File: src/rtl/rrp_burst_arbiter_pkg.sv
// Shared definitions for the round-robin burst arbiter: FSM state encoding and index-width helper.
package rrp_burst_arbiter_pkg;

    typedef enum logic [0:0] {
        StIdle  = 1'b0,
        StGrant = 1'b1
    } state_e;

    // Bits needed to index n items, never less than one.
    function automatic int unsigned idx_width(input int unsigned n);
        int unsigned w;
        w = 1;
        while ((32'd1 << w) < n) begin
            w++;
        end
        return w;
    endfunction

endpackage

File: src/rtl/rrp_burst_arbiter_rr_select.sv
// Cyclic priority search: first set request bit strictly after last_i, wrapping to 0.
module rrp_burst_arbiter_rr_select #(
    parameter int unsigned WIDTH = 6,
    parameter int unsigned IDX_W = 3
) (
    input  logic [WIDTH-1:0] req_i,
    input  logic [IDX_W-1:0] last_i,
    output logic             valid_o,
    output logic [IDX_W-1:0] idx_o
);

    logic             hi_found;
    logic             lo_found;
    logic [IDX_W-1:0] hi_idx;
    logic [IDX_W-1:0] lo_idx;

    // Two ascending passes folded into one: indices above last win over the wrapped ones.
    always_comb begin
        hi_found = 1'b0;
        lo_found = 1'b0;
        hi_idx   = '0;
        lo_idx   = '0;
        for (int unsigned i = 0; i < WIDTH; i++) begin
            if (req_i[i]) begin
                if (IDX_W'(i) > last_i) begin
                    if (!hi_found) begin
                        hi_found = 1'b1;
                        hi_idx   = IDX_W'(i);
                    end
                end else if (!lo_found) begin
                    lo_found = 1'b1;
                    lo_idx   = IDX_W'(i);
                end
            end
        end
        valid_o = hi_found | lo_found;
        idx_o   = hi_found ? hi_idx : lo_idx;
    end

endmodule

File: src/rtl/rrp_burst_arbiter.sv
// Round-robin merger of N FWFT source FIFOs into one registered word stream,
// with enable mask, bounded bursts, hold preemption and saturating per-channel word counters.
module rrp_burst_arbiter
    import rrp_burst_arbiter_pkg::*;
#(
    parameter int unsigned WIDTH      = 6,
    parameter int unsigned DATA_WIDTH = 32,
    parameter int unsigned BURST      = 16,
    parameter int unsigned CNT_WIDTH  = 16
) (
    input  logic                          CLK,
    input  logic                          RST,
    input  logic [WIDTH-1:0]              ENABLE,
    input  logic [WIDTH-1:0]              WRITE_REQ,
    input  logic [WIDTH-1:0]              HOLD_REQ,
    input  logic [WIDTH*DATA_WIDTH-1:0]   DATA_IN,
    output logic [WIDTH-1:0]              READ_GRANT,
    input  logic                          READY_IN,
    output logic                          WRITE_OUT,
    output logic [DATA_WIDTH-1:0]         DATA_OUT,
    output logic [idx_width(WIDTH)-1:0]   GRANT_IDX,
    output logic                          BUSY,
    input  logic                          CNT_CLR,
    output logic [WIDTH*CNT_WIDTH-1:0]    WORD_CNT
);

    localparam int unsigned IdxW = idx_width(WIDTH);
    localparam int unsigned BcW  = idx_width(BURST + 1);
    localparam logic [IdxW-1:0] LastRst = IdxW'(WIDTH - 1);

    state_e                state_q, state_d;
    logic [IdxW-1:0]       cur_q, cur_d;
    logic [IdxW-1:0]       last_q, last_d;
    logic [BcW-1:0]        burst_cnt_q, burst_cnt_d;
    logic                  write_out_q;
    logic [DATA_WIDTH-1:0] data_out_q;
    logic [CNT_WIDTH-1:0]  word_cnt_q [WIDTH];
    logic [CNT_WIDTH-1:0]  word_cnt_d [WIDTH];

    logic [WIDTH-1:0]      cand;
    logic                  sel_valid;
    logic [IdxW-1:0]       sel_idx;
    logic                  cur_req;
    logic                  cur_en;
    logic                  cur_hold;
    logic [DATA_WIDTH-1:0] cur_data;
    logic                  pop;
    logic                  burst_done;

    assign cand = WRITE_REQ & ENABLE;

    rrp_burst_arbiter_rr_select #(
        .WIDTH (WIDTH),
        .IDX_W (IdxW)
    ) u_rr_select (
        .req_i   (cand),
        .last_i  (last_q),
        .valid_o (sel_valid),
        .idx_o   (sel_idx)
    );

    assign cur_req  = WRITE_REQ[cur_q];
    assign cur_en   = ENABLE[cur_q];
    assign cur_hold = HOLD_REQ[cur_q];
    assign cur_data = DATA_IN[cur_q*DATA_WIDTH +: DATA_WIDTH];

    // The only pop source; gated by reset so a mid-burst reset loses no source word.
    assign pop = (state_q == StGrant) & READY_IN & cur_req & cur_en & ~RST;
    assign READ_GRANT = pop ? (WIDTH'(1) << cur_q) : '0;

    assign burst_done = (BURST != 0) && pop && ((32'(burst_cnt_q) + 32'd1) == BURST);

    always_comb begin
        state_d     = state_q;
        cur_d       = cur_q;
        last_d      = last_q;
        burst_cnt_d = burst_cnt_q;
        unique case (state_q)
            StIdle: begin
                if (sel_valid) begin
                    cur_d       = sel_idx;
                    last_d      = sel_idx;
                    burst_cnt_d = '0;
                    state_d     = StGrant;
                end
            end
            StGrant: begin
                if (pop) begin
                    burst_cnt_d = burst_cnt_q + 1'b1;
                end
                // Hold keeps an empty or burst-exhausted channel, but never a disabled one.
                if (!cur_en || (!cur_hold && (!cur_req || burst_done))) begin
                    state_d = StIdle;
                end
            end
            default: state_d = StIdle;
        endcase
    end

    always_comb begin
        word_cnt_d = word_cnt_q;
        if (CNT_CLR) begin
            for (int unsigned i = 0; i < WIDTH; i++) begin
                word_cnt_d[i] = '0;
            end
        end else if (pop && (word_cnt_q[cur_q] != '1)) begin
            word_cnt_d[cur_q] = word_cnt_q[cur_q] + 1'b1;
        end
    end

    always_ff @(posedge CLK) begin
        if (RST) begin
            state_q     <= StIdle;
            cur_q       <= '0;
            last_q      <= LastRst;
            burst_cnt_q <= '0;
            write_out_q <= 1'b0;
            data_out_q  <= '0;
            for (int unsigned i = 0; i < WIDTH; i++) begin
                word_cnt_q[i] <= '0;
            end
        end else begin
            state_q     <= state_d;
            cur_q       <= cur_d;
            last_q      <= last_d;
            burst_cnt_q <= burst_cnt_d;
            write_out_q <= pop;
            if (pop) begin
                data_out_q <= cur_data;
            end
            word_cnt_q  <= word_cnt_d;
        end
    end

    assign WRITE_OUT = write_out_q;
    assign DATA_OUT  = data_out_q;
    assign GRANT_IDX = cur_q;
    assign BUSY      = (state_q == StGrant);

    for (genvar g = 0; g < WIDTH; g++) begin : gen_word_cnt
        assign WORD_CNT[g*CNT_WIDTH +: CNT_WIDTH] = word_cnt_q[g];
    end

endmodule

File: config.mk
export PLATFORM = sky130hd
export DESIGN_NAME = rrp_burst_arbiter
export DESIGN_NICKNAME = d
export VERILOG_FILES = /design/src/rtl/rrp_burst_arbiter_pkg.sv /design/src/rtl/rrp_burst_arbiter_rr_select.sv /design/src/rtl/rrp_burst_arbiter.sv
export SDC_FILE = /design/constraint.sdc
export NUM_CORES = 1
export LEC_CHECK = 0
export CORE_UTILIZATION = 40
export CTS_BUF_LIST = sky130_fd_sc_hd__clkbuf_8
export CTS_CLUSTER_SIZE = 8
export DETAILED_ROUTE_END_ITERATION = 10
export DONT_BUFFER_PORTS = 1
export PLACE_DENSITY_LB_ADDON = 0.2
export SLEW_MARGIN = 5
export SYNTH_ARGS = -nofsm -noshare
export SYNTH_HDL_FRONTEND = slang
export SYNTH_SLANG_ARGS = --single-unit
File: constraint.sdc
create_clock -name CLK -period 6.2 [get_ports CLK]
set_clock_uncertainty 0.2 [all_clocks]
set_input_delay 1.24 -clock CLK [delete_from_list [all_inputs] [get_ports CLK]]
set_output_delay 1.24 -clock CLK [all_outputs]
set_load 0.01 [all_outputs]
==> results of run 1 <==
[worst min-delay path by stage]
| stage | to | slack [ps] | cells past startpoint | start |
|---|---|---|---|---|
| floorplan | burst_cnt_q[4] | 270 | 2 | burst_cnt_q[4] |
| CTS | burst_cnt_q[4] | 310 | 2 | burst_cnt_q[4] |
| global route | burst_cnt_q[4] | 330 | 2 | burst_cnt_q[4] |
| detailed placement | burst_cnt_q[4] | 300 | 2 | burst_cnt_q[4] |
| finish | burst_cnt_q[4] | 310 | 2 | burst_cnt_q[4] |
| global placement | burst_cnt_q[4] | 290 | 2 | burst_cnt_q[4] |
[registers in the layout (all words and copies together), names as in the netlist]
signal       count
WORD_CNT        96
BUSY             1
burst_cnt_q      5
GRANT_IDX        3
WRITE_OUT        1
last_q           2
DATA_OUT        32
[cell usage in the layout, fill, tap and decap left out, types with 3 or more instances in the layout]
cell type / netlist / routed
o31ai_1: 4 / 4
nand2_1: 24 / 24
nor4_1: 3 / 3
dfxtp_1: 140 / 138
nor2_1: 152 / 152
a31oi_2: 0 / 6
a21o_1: 8 / 8
diode_2: 0 / 9
mux2_2: 9 / 9
inv_1: 13 / 14
o22ai_1: 6 / 6
and3_1: 3 / 3
mux2i_1: 114 / 114
and2_1: 9 / 9
a31o_1: 6 / 6
a21oi_1: 75 / 75
a211oi_1: 40 / 40
clkinvlp_4: 0 / 4
a2111oi_0: 6 / 6
or3_1: 10 / 10
a22oi_1: 5 / 5
or2_2: 4 / 4
nand3_1: 53 / 53
mux4_2: 40 / 40
inv_6: 0 / 3
o311ai_0: 3 / 3
nor2b_1: 4 / 4
ha_1: 3 / 3
o21ai_0: 22 / 22
mux4_1: 3 / 3
nor3_1: 5 / 5
nand2b_1: 35 / 34
xnor2_1: 3 / 3
clkbuf_8: 0 / 18
buf_4: 4 / 18
a31oi_1: 9 / 3
[through the flow]
step	hold slack [ps]	cell area (sq um)	setup WS [ps]	utilization	total power [uW]
floorplan	271	8290	1880	-	1530
global placement	287	8440	1730	0.416	1650
detailed placement	296	8440	1610	0.416	1650
CTS	307	8810	1260	0.434	2360
global route	328	8820	1050	0.434	2460
finish	307	8830	1280	0.435	2350
[logic make-up (layout without fill, tap and decap cells)]
logic type                 after synthesis  in the layout  synth area share
muxes                                  166            166             0.268
DFF                                    140            140             0.338
other                                    0              9                 0
xor gates and xnor gates                 4              4           0.00423
adders and majority gates                3              3           0.00453
buffers and inverters                   99             65            0.0518
and+or+nand+nor                        312            312             0.177
AOI/OAI and AO/OA                      202            202             0.157
[power groups by stage]
stage	registers, uW	logic, uW	clock network [uW]
final	1040	597	716
after global routing	1040	647	765
after CTS	1040	595	727
after detailed placement	1060	595	0
after global placement	1060	592	0
after floorplan	966	561	0
[per-layer routing]
metal	vias to the layer above	part of all wire	routed length (um)
li1	3310	-	-
met1	3391	0.38	11300
met2	310	0.52	15600
met3	34	0.085	2550
met4	0	0.019	576
met5	-	0	0
[cell type report]
class	count	area, sq um
fill	2061	11500
multi-input combinational	687	5100
sequential	140	2810
tap	270	338
clock buffer	18	248
timing repair buffer	18	135
clock inverter	14	121
inverter	15	56.3
antenna	9	22.5
[worst register-to-register path: cells and delay by family (launching register included)]
kind,cells,cell delay (ps)
adder cells (fa/ha/maj),1,170
flip-flops,1,950
buffers and inverters,1,60
AND/OR/NAND/NOR,6,2550
AO/OA/AOI/OAI,2,630
==> impl_metrics.json, run 1 <==
{
  "fin_nets": 1096,
  "grt.met3_usage": 0.0937,
  "ant_nets": 0,
  "die_h_um": 146,
  "postCtsSetupBuffers": 0,
  "vias": 7045,
  "outcome": "finished clean",
  "htree_levels": 4,
  "syn_inst": 926,
  "slew_viol_final": 0,
  "portBuffers": 0,
  "holdBufCountCts": 0,
  "tns_ps": 0,
  "drc": 0,
  "yosysWarningCount": 0,
  "grt_pass1_wl_um": 44000,
  "drive_gt1_frac": 0.129,
  "grt_use_met1": 0.306,
  "r2r_setup_slack_ps": 1580,
  "rsz0062_at_grt": "false",
  "critPathSlowestCell": "dfxtp_4",
  "fp.dieArea_sq_um": 21300,
  "cts_root_buffer": "clkbuf_8",
  "synthTopCellsByCount": "nor2_1, dfxtp_1, mux2i_1",
  "via_per_inst": 6.02,
  "power_switching_uw": 817,
  "chipWidth_um": 146,
  "synth_area_sq_um": 8290,
  "path_buf_inv": 2,
  "power_frac_comb": 0.254,
  "synth.avg_cell_area_sq_um": 8.95,
  "gp_congestion": 0.894,
  "seqPwrFrac": 0.441,
  "insertion_delay_ps": 450,
  "startpoint": "GRANT_IDX[1]",
  "pin_count": 353,
  "grt_pass1_vias": 6756,
  "met2_usage": 0.500,
  "synth-async-reset-ratio": 0,
  "synth_top_area_share": 0.338,
  "cts_tree": "yes",
  "p_leak_uw": 0.00278,
  "grt.total_usage": 0.278,
  "dpl.hpwl_um": 22400,
  "finalCritPeriodShare": 0.793,
  "crit_type": "reg -> out",
  "grt_max_degree": 70,
  "antenna_found_initial": 13,
  "crit_chain": "nand2b_1, or3_1, a211o_1, inv_2, nand3_1, inv_1",
  "power_frac_clock": 0.305,
  "wl_um": 30100,
  "dr.first_iter.drc_count": 464,
  "maxCapViolCount": 0,
  "placed_cells": 1130,
  "regToRegEndpoint": "WORD_CNT[30]",
  "yosysTopAreaCell": "dfxtp_1",
  "path_depth": 6,
  "swShare": 0.348,
  "finalCriticalPeriod_ps": 4920,
  "crit_end": "READ_GRANT[5]",
  "cts_sinks": 140,
  "cts_resized": 0,
  "irDropWorstVdd_mv": 0.137,
  "fmax_mhz": 203,
  "synth_fp_nets": 1143,
  "cp_top_family": "simple AND/OR/NAND/NOR gates",
  "syn2layout_area_growth_pct": 6.50,
  "synth_edf_count": 0,
  "grt-ovfl-total": 0,
  "cp-end-kind": "primary output",
  "power.internal_uw": 1530,
  "ff2ff_path_depth": 10,
  "finalSetupViolCount": 0,
  "hp-class": "reg -> reg",
  "slew_headroom": 0.362,
  "cp-start-kind": "flip-flop",
  "critical_path_required_ps": 4760,
  "critPathArrivalTime_ps": 3480,
  "tightestPinTransition_ps": 957,
  "worstReg2RegStart": "GRANT_IDX[1]",
  "ys_seq_area_frac": 0.338,
  "start_util": 0.408,
  "synthFlopType": "dfxtp_1",
  "hold_viol_final": 0,
  "synth-seq-cells": 140,
  "slowest_delay_ps": 950,
  "ys_top_cells_by_area": "dfxtp_1, mux2i_1, mux4_2, nor2_1, a21oi_1",
  "final_cells": 1171,
  "firstDrtPassIters": 5,
  "cp_max_fo": 61,
  "numCtsBuffers": 17,
  "powerDensity_nw_per_um2": 266,
  "wl_per_cell_um": 25.7,
  "grt_most_used_layer": "met2",
  "synth_cell_types": 60,
  "coreArea_sq_um": 20300,
  "clockBufferDepth": 2,
  "rows": 52,
  "synth_most_common_cell": "nor2_1",
  "path_clk_slew_ps": 90
}
Power figures use the tool's default switching activity.
==> run 2: changes to the inputs <==
Clock period 6.2 ns to 4.2 ns, I/O delays scaled along.
==> run 2 against run 1 <==
Critical path depth grew 2. Sequential share of layout area shrank 0.85 points. Via count grew 1.3%. Cell area grew 2.7%. Clock-buffer cell count grew 1. Sequential power grew 38%. Utilization grew 1.2 points. Non-clock buffer count grew 12. Flip-flop and latch count is the same. Routed wire length grew 0.24%. Largest cell class unchanged. Highest routed layer is now met5.
==> impl_metrics.json, run 2 (synthesis results as in run 1) <==
{
  "grt_pass1_wl_um": 44500,
  "drc": 0,
  "grt_most_used_layer": "met2",
  "p_leak_uw": 0.00292,
  "drive_gt1_frac": 0.140,
  "cp-end-kind": "flip-flop",
  "ff2ff_path_depth": 8,
  "rsz0062_at_grt": "false",
  "syn2layout_area_growth_pct": 9.42,
  "rows": 52,
  "dr.first_iter.drc_count": 583,
  "cts_tree": "yes",
  "fmax_mhz": 259,
  "portBuffers": 0,
  "grt.total_usage": 0.280,
  "powerDensity_nw_per_um2": 418,
  "layout_common_cells": "nor2_1, dfxtp_1, mux2i_1",
  "crit_chain": "buf_12, mux2_2, a21oi_1, or4b_4, or3_1, or4_4, a2111oi_0, a31o_1",
  "multiInputGateArea_sq_um": 5100,
  "final_cells": 1178,
  "die_h_um": 146,
  "fp.dieArea_sq_um": 21300,
  "largest_reg_flops": 96,
  "hold_viol_final": 0,
  "fin_nets": 1108,
  "cts_root_buffer": "clkbuf_8",
  "via_per_inst": 6.06,
  "clockBufferDepth": 2,
  "startpoint": "GRANT_IDX[0]",
  "worstReg2RegStart": "GRANT_IDX[0]",
  "critical_path_required_ps": 4380,
  "wl_um": 30200,
  "placed_cells": 1142,
  "cp-start-kind": "flip-flop",
  "tightestPinTransition_ps": 1060,
  "chipWidth_um": 146,
  "crit_type": "reg -> reg",
  "coreArea_sq_um": 20300,
  "cp_max_fo": 54,
  "cts_sinks": 140,
  "fillerInstances": 2008,
  "met2_usage": 0.497,
  "regToRegEndpoint": "WORD_CNT[94]",
  "postCtsSetupBuffers": 0,
  "cts_resized": 0,
  "slew_viol_final": 0,
  "ant_nets": 0,
  "seq_area_sq_um": 2810,
  "slowest_delay_ps": 620,
  "maxCapViolCount": 0,
  "holdPathStages": 1,
  "grt_pass1_vias": 6940,
  "path_clk_slew_ps": 90,
  "outcome": "finished clean",
  "insertion_delay_ps": 450,
  "grt.met3_usage": 0.0771,
  "critPathArrivalTime_ps": 4040,
  "vias": 7140,
  "slew_headroom": 0.291,
  "hp-class": "in -> reg",
  "gp_congestion": 0.851,
  "holdBufCountCts": 0,
  "fin_util": 0.447,
  "dpl.hpwl_um": 22700,
  "numCtsBuffers": 17,
  "pin_count": 353,
  "irDropWorstVdd_mv": 0.186,
  "tns_ps": 0,
  "finalCritPeriodShare": 0.918,
  "r2r_setup_slack_ps": 340,
  "finalSetupViolCount": 0,
  "grt-ovfl-total": 0,
  "critPathSlowestCell": "or4_4",
  "layout.cells.most_common": "nor2_1",
  "wl_per_cell_um": 25.6,
  "grt_max_degree": 71,
  "firstDrtPassIters": 5,
  "start_util": 0.408,
  "crit_end": "WORD_CNT[94]",
  "grt_use_met1": 0.325,
  "finalCriticalPeriod_ps": 3860,
  "htree_levels": 4,
  "antenna_found_initial": 8
}
## run 2: cell types whose count changed in the layout (fill, tap and decap cells not counted)
cell and delta:
buf_12 +4, buf_4 +8, bufinv_16 +5, clkbuf_8 +1, clkinv_2 -1, clkinvlp_4 -4
diode_2 -4, inv_6 -2
## run 2: area by class of cell
type | instances | area share
Inverter | 15 | 0.00621
Clock inverter | 12 | 0.0241
Antenna cell | 5 | 0.00138
Sequential cell | 140 | 0.310
Tap cell | 270 | 0.0372
Clock buffer | 19 | 0.0288
Timing Repair Buffer | 30 | 0.0303
Multi-Input combinational cell | 687 | 0.562
## run 2: power by group
| part | switching (uW) | total [uW] | leakage [uW] | internal, uW |
|---|---|---|---|---|
| combinational | 568 | 1010 | 0.00154 | 441 |
| sequential | 79.7 | 1440 | 0.00113 | 1360 |
| clock | 546 | 1340 | 0.000249 | 795 |
| total | 1190 | 3790 | 0.00292 | 2600 |
## run 2: worst max-delay path: cells and delay by family, from the launching register on
family | cells | cell delay [ps]
buffers and inverters | 1 | 370
multiplexers | 1 | 260
AO/OA/AOI/OAI | 3 | 670
AND/OR/NAND/NOR | 3 | 1760
flip-flops | 1 | 500
## run 2: metal layers
metal  routed length (um)  up-vias  share of wire
li1                     -     3337              -
met1                11800     3451           0.39
met2                15400      309           0.51
met3                 2320       39          0.077
met4                  612        4          0.020
met5                   28        -        0.00093
## run 2: worst min-delay path by stage
stage	startpoint	endpoint	slack (ps)
after floorplan	burst_cnt_q[4]	burst_cnt_q[4]	270
after global placement	burst_cnt_q[3]	burst_cnt_q[3]	280
after detailed placement	burst_cnt_q[4]	burst_cnt_q[4]	290
after CTS	RST	DATA_OUT[0]	230
after global routing	RST	DATA_OUT[31]	220
final	RST	DATA_OUT[25]	260
## run 2: through the flow
stage	total power (uW)	setup slack, ps	hold WS (ps)	area (sq um)
after floorplan	2250	367	271	8290
after global placement	2470	474	284	8580
after detailed placement	2490	417	295	8580
after CTS	3820	365	231	9060
after global routing	3960	153	215	9070
final	3790	345	262	9070
==> run 3: changes to the inputs <==
Settings changed: CORE_MARGIN from default to 2, CTS_BUF_LIST sky130_fd_sc_hd__clkbuf_8 to sky130_fd_sc_hd__clkbuf_8 sky130_fd_sc_hd__clkbuf_16, MAX_ROUTING_LAYER from default to met4.
==> run 3 against run 2 <==
Worst setup slack worse by 50 ps. Cell area increased by 0.37%. Register-to-register slack barely moved. Via count fell by 1.9%. Highest routed layer is now met4.
==> impl_metrics.json, run 3 (synthesis results as in run 1) <==
{
  "outcome": "finished clean",
  "path_buf_inv": 3,
  "antenna_found_initial": 11,
  "pin_count": 353,
  "clockBufferDepth": 2,
  "critPathArrivalTime_ps": 2870,
  "cp-start-kind": "flip-flop",
  "r2r_setup_slack_ps": 330,
  "postCtsSetupBuffers": 0,
  "finalInstanceArea_sq_um": 9110,
  "grt_pass1_vias": 6655,
  "holdBufCountCts": 0,
  "htree_levels": 4,
  "path_depth": 7,
  "grt-ovfl-total": 0,
  "wl_um": 29700,
  "grt_pass1_wl_um": 42800,
  "holdPathStages": 1,
  "min_from": "RST",
  "multiInputGateArea_sq_um": 5100,
  "maxCapViolCount": 0,
  "start_util": 0.408,
  "insertion_delay_ps": 420,
  "ff2ff_path_depth": 9,
  "via_per_inst": 5.91,
  "rsz0062_at_grt": "false",
  "portBuffers": 0,
  "fin_nets": 1108,
  "slowest_delay_ps": 580,
  "slew_viol_final": 0,
  "hold_viol_final": 0,
  "largest_reg_flops": 96,
  "grt.total_usage": 0.269,
  "cp_max_fo": 47,
  "hp-class": "in -> reg",
  "worstReg2RegStart": "GRANT_IDX[1]",
  "startpoint": "GRANT_IDX[1]",
  "cts_root_buffer": "clkbuf_16",
  "wl_per_cell_um": 25.0,
  "rows": 52,
  "numCtsBuffers": 17,
  "die_h_um": 148,
  "cp_top_family": "buffers and inverters",
  "chipWidth_um": 148,
  "crit_chain": "buf_4, mux4_2, a22oi_1, a211o_1, inv_2, nand3_1, inv_1",
  "cts_resized": 0,
  "fin_util": 0.449,
  "critical_path_required_ps": 3160,
  "finalCritPeriodShare": 0.930,
  "fmax_mhz": 256,
  "crit_type": "reg -> out",
  "layout_common_cells": "nor2_1, dfxtp_1, mux2i_1",
  "layout.cells.most_common": "nor2_1",
  "fp.dieArea_sq_um": 21900,
  "irDropWorstVdd_mv": 0.218,
  "dpl_cell_area_sq_um": 8540,
  "gp_congestion": 0.978,
  "cts_sinks": 140,
  "dr.first_iter.drc_count": 495,
  "powerDensity_nw_per_um2": 420,
  "drc": 0,
  "seq_area_sq_um": 2810,
  "syn2layout_area_growth_pct": 9.82,
  "fillerInstances": 1978,
  "cp-end-kind": "primary output",
  "drive_gt1_frac": 0.142,
  "path_clk_slew_ps": 70,
  "firstDrtPassIters": 5,
  "critPathSlowestCell": "buf_4",
  "coreArea_sq_um": 20300,
  "finalSetupViolCount": 0,
  "p_leak_uw": 0.00292,
  "tns_ps": 0,
  "slew_headroom": 0.251,
  "finalCriticalPeriod_ps": 3910,
  "dpl.hpwl_um": 22300,
  "grt_max_degree": 71,
  "tightestPinTransition_ps": 1120,
  "hold_ws_ps": 292,
  "ant_nets": 0,
  "vias": 7005,
  "cts_tree": "yes"
}
==> run 3: cell count changes in the layout (fill, tap and decap cells not counted), moves of 3 or more <==
cell | previous run | this run
clkbuf_16 | 0 | 17
buf_12 | 4 | 1
clkinvlp_4 | 0 | 4
diode_2 | 5 | 11
bufinv_16 | 6 | 0
clkinv_2 | 1 | 4
clkbuf_8 | 19 | 1
buf_4 | 26 | 29
==> run 3: metrics by stage <==
stage / cells / worst slack (ps) / power [uW]
floorplan: 926 / 367 / 2250
detailed placement: 1142 / 361 / 2470
finish: 1185 / 294 / 3830
global placement: 1142 / 430 / 2470
CTS: 1174 / 261 / 3860
global route: 1185 / 131 / 4000
==> run 3: power breakdown <==
group | internal (uW) | switching [uW]
clock network | 769 | 617
registers | 1370 | 83.3
logic | 435 | 557
total | 2570 | 1260
==> run 3: cell type report <==
type                       count  share of cell area
antenna                       11             0.00302
multi-input combinational    687               0.560
tap                          270              0.0371
inverter                      15             0.00618
clock buffer                  18              0.0482
timing repair buffer          30              0.0261
clock inverter                14              0.0107
sequential                   140               0.309
==> run 3: layer usage <==
| layer | track usage | up-vias | wire [um] |
|---|---|---|---|
| li1 | - | 3333 | - |
| met1 | 0.306 | 3290 | 11400 |
| met2 | 0.431 | 333 | 14600 |
| met3 | 0.0836 | 49 | 2540 |
| met4 | 0.128 | 0 | 1130 |
| met5 | - | - | 0 |
==> run 3: path summary, 6_finish.rpt <==
check	to
max	READ_GRANT[5]
min	burst_cnt_q[1]
max reg2reg	WORD_CNT[58]
min reg2reg	burst_cnt_q[4]
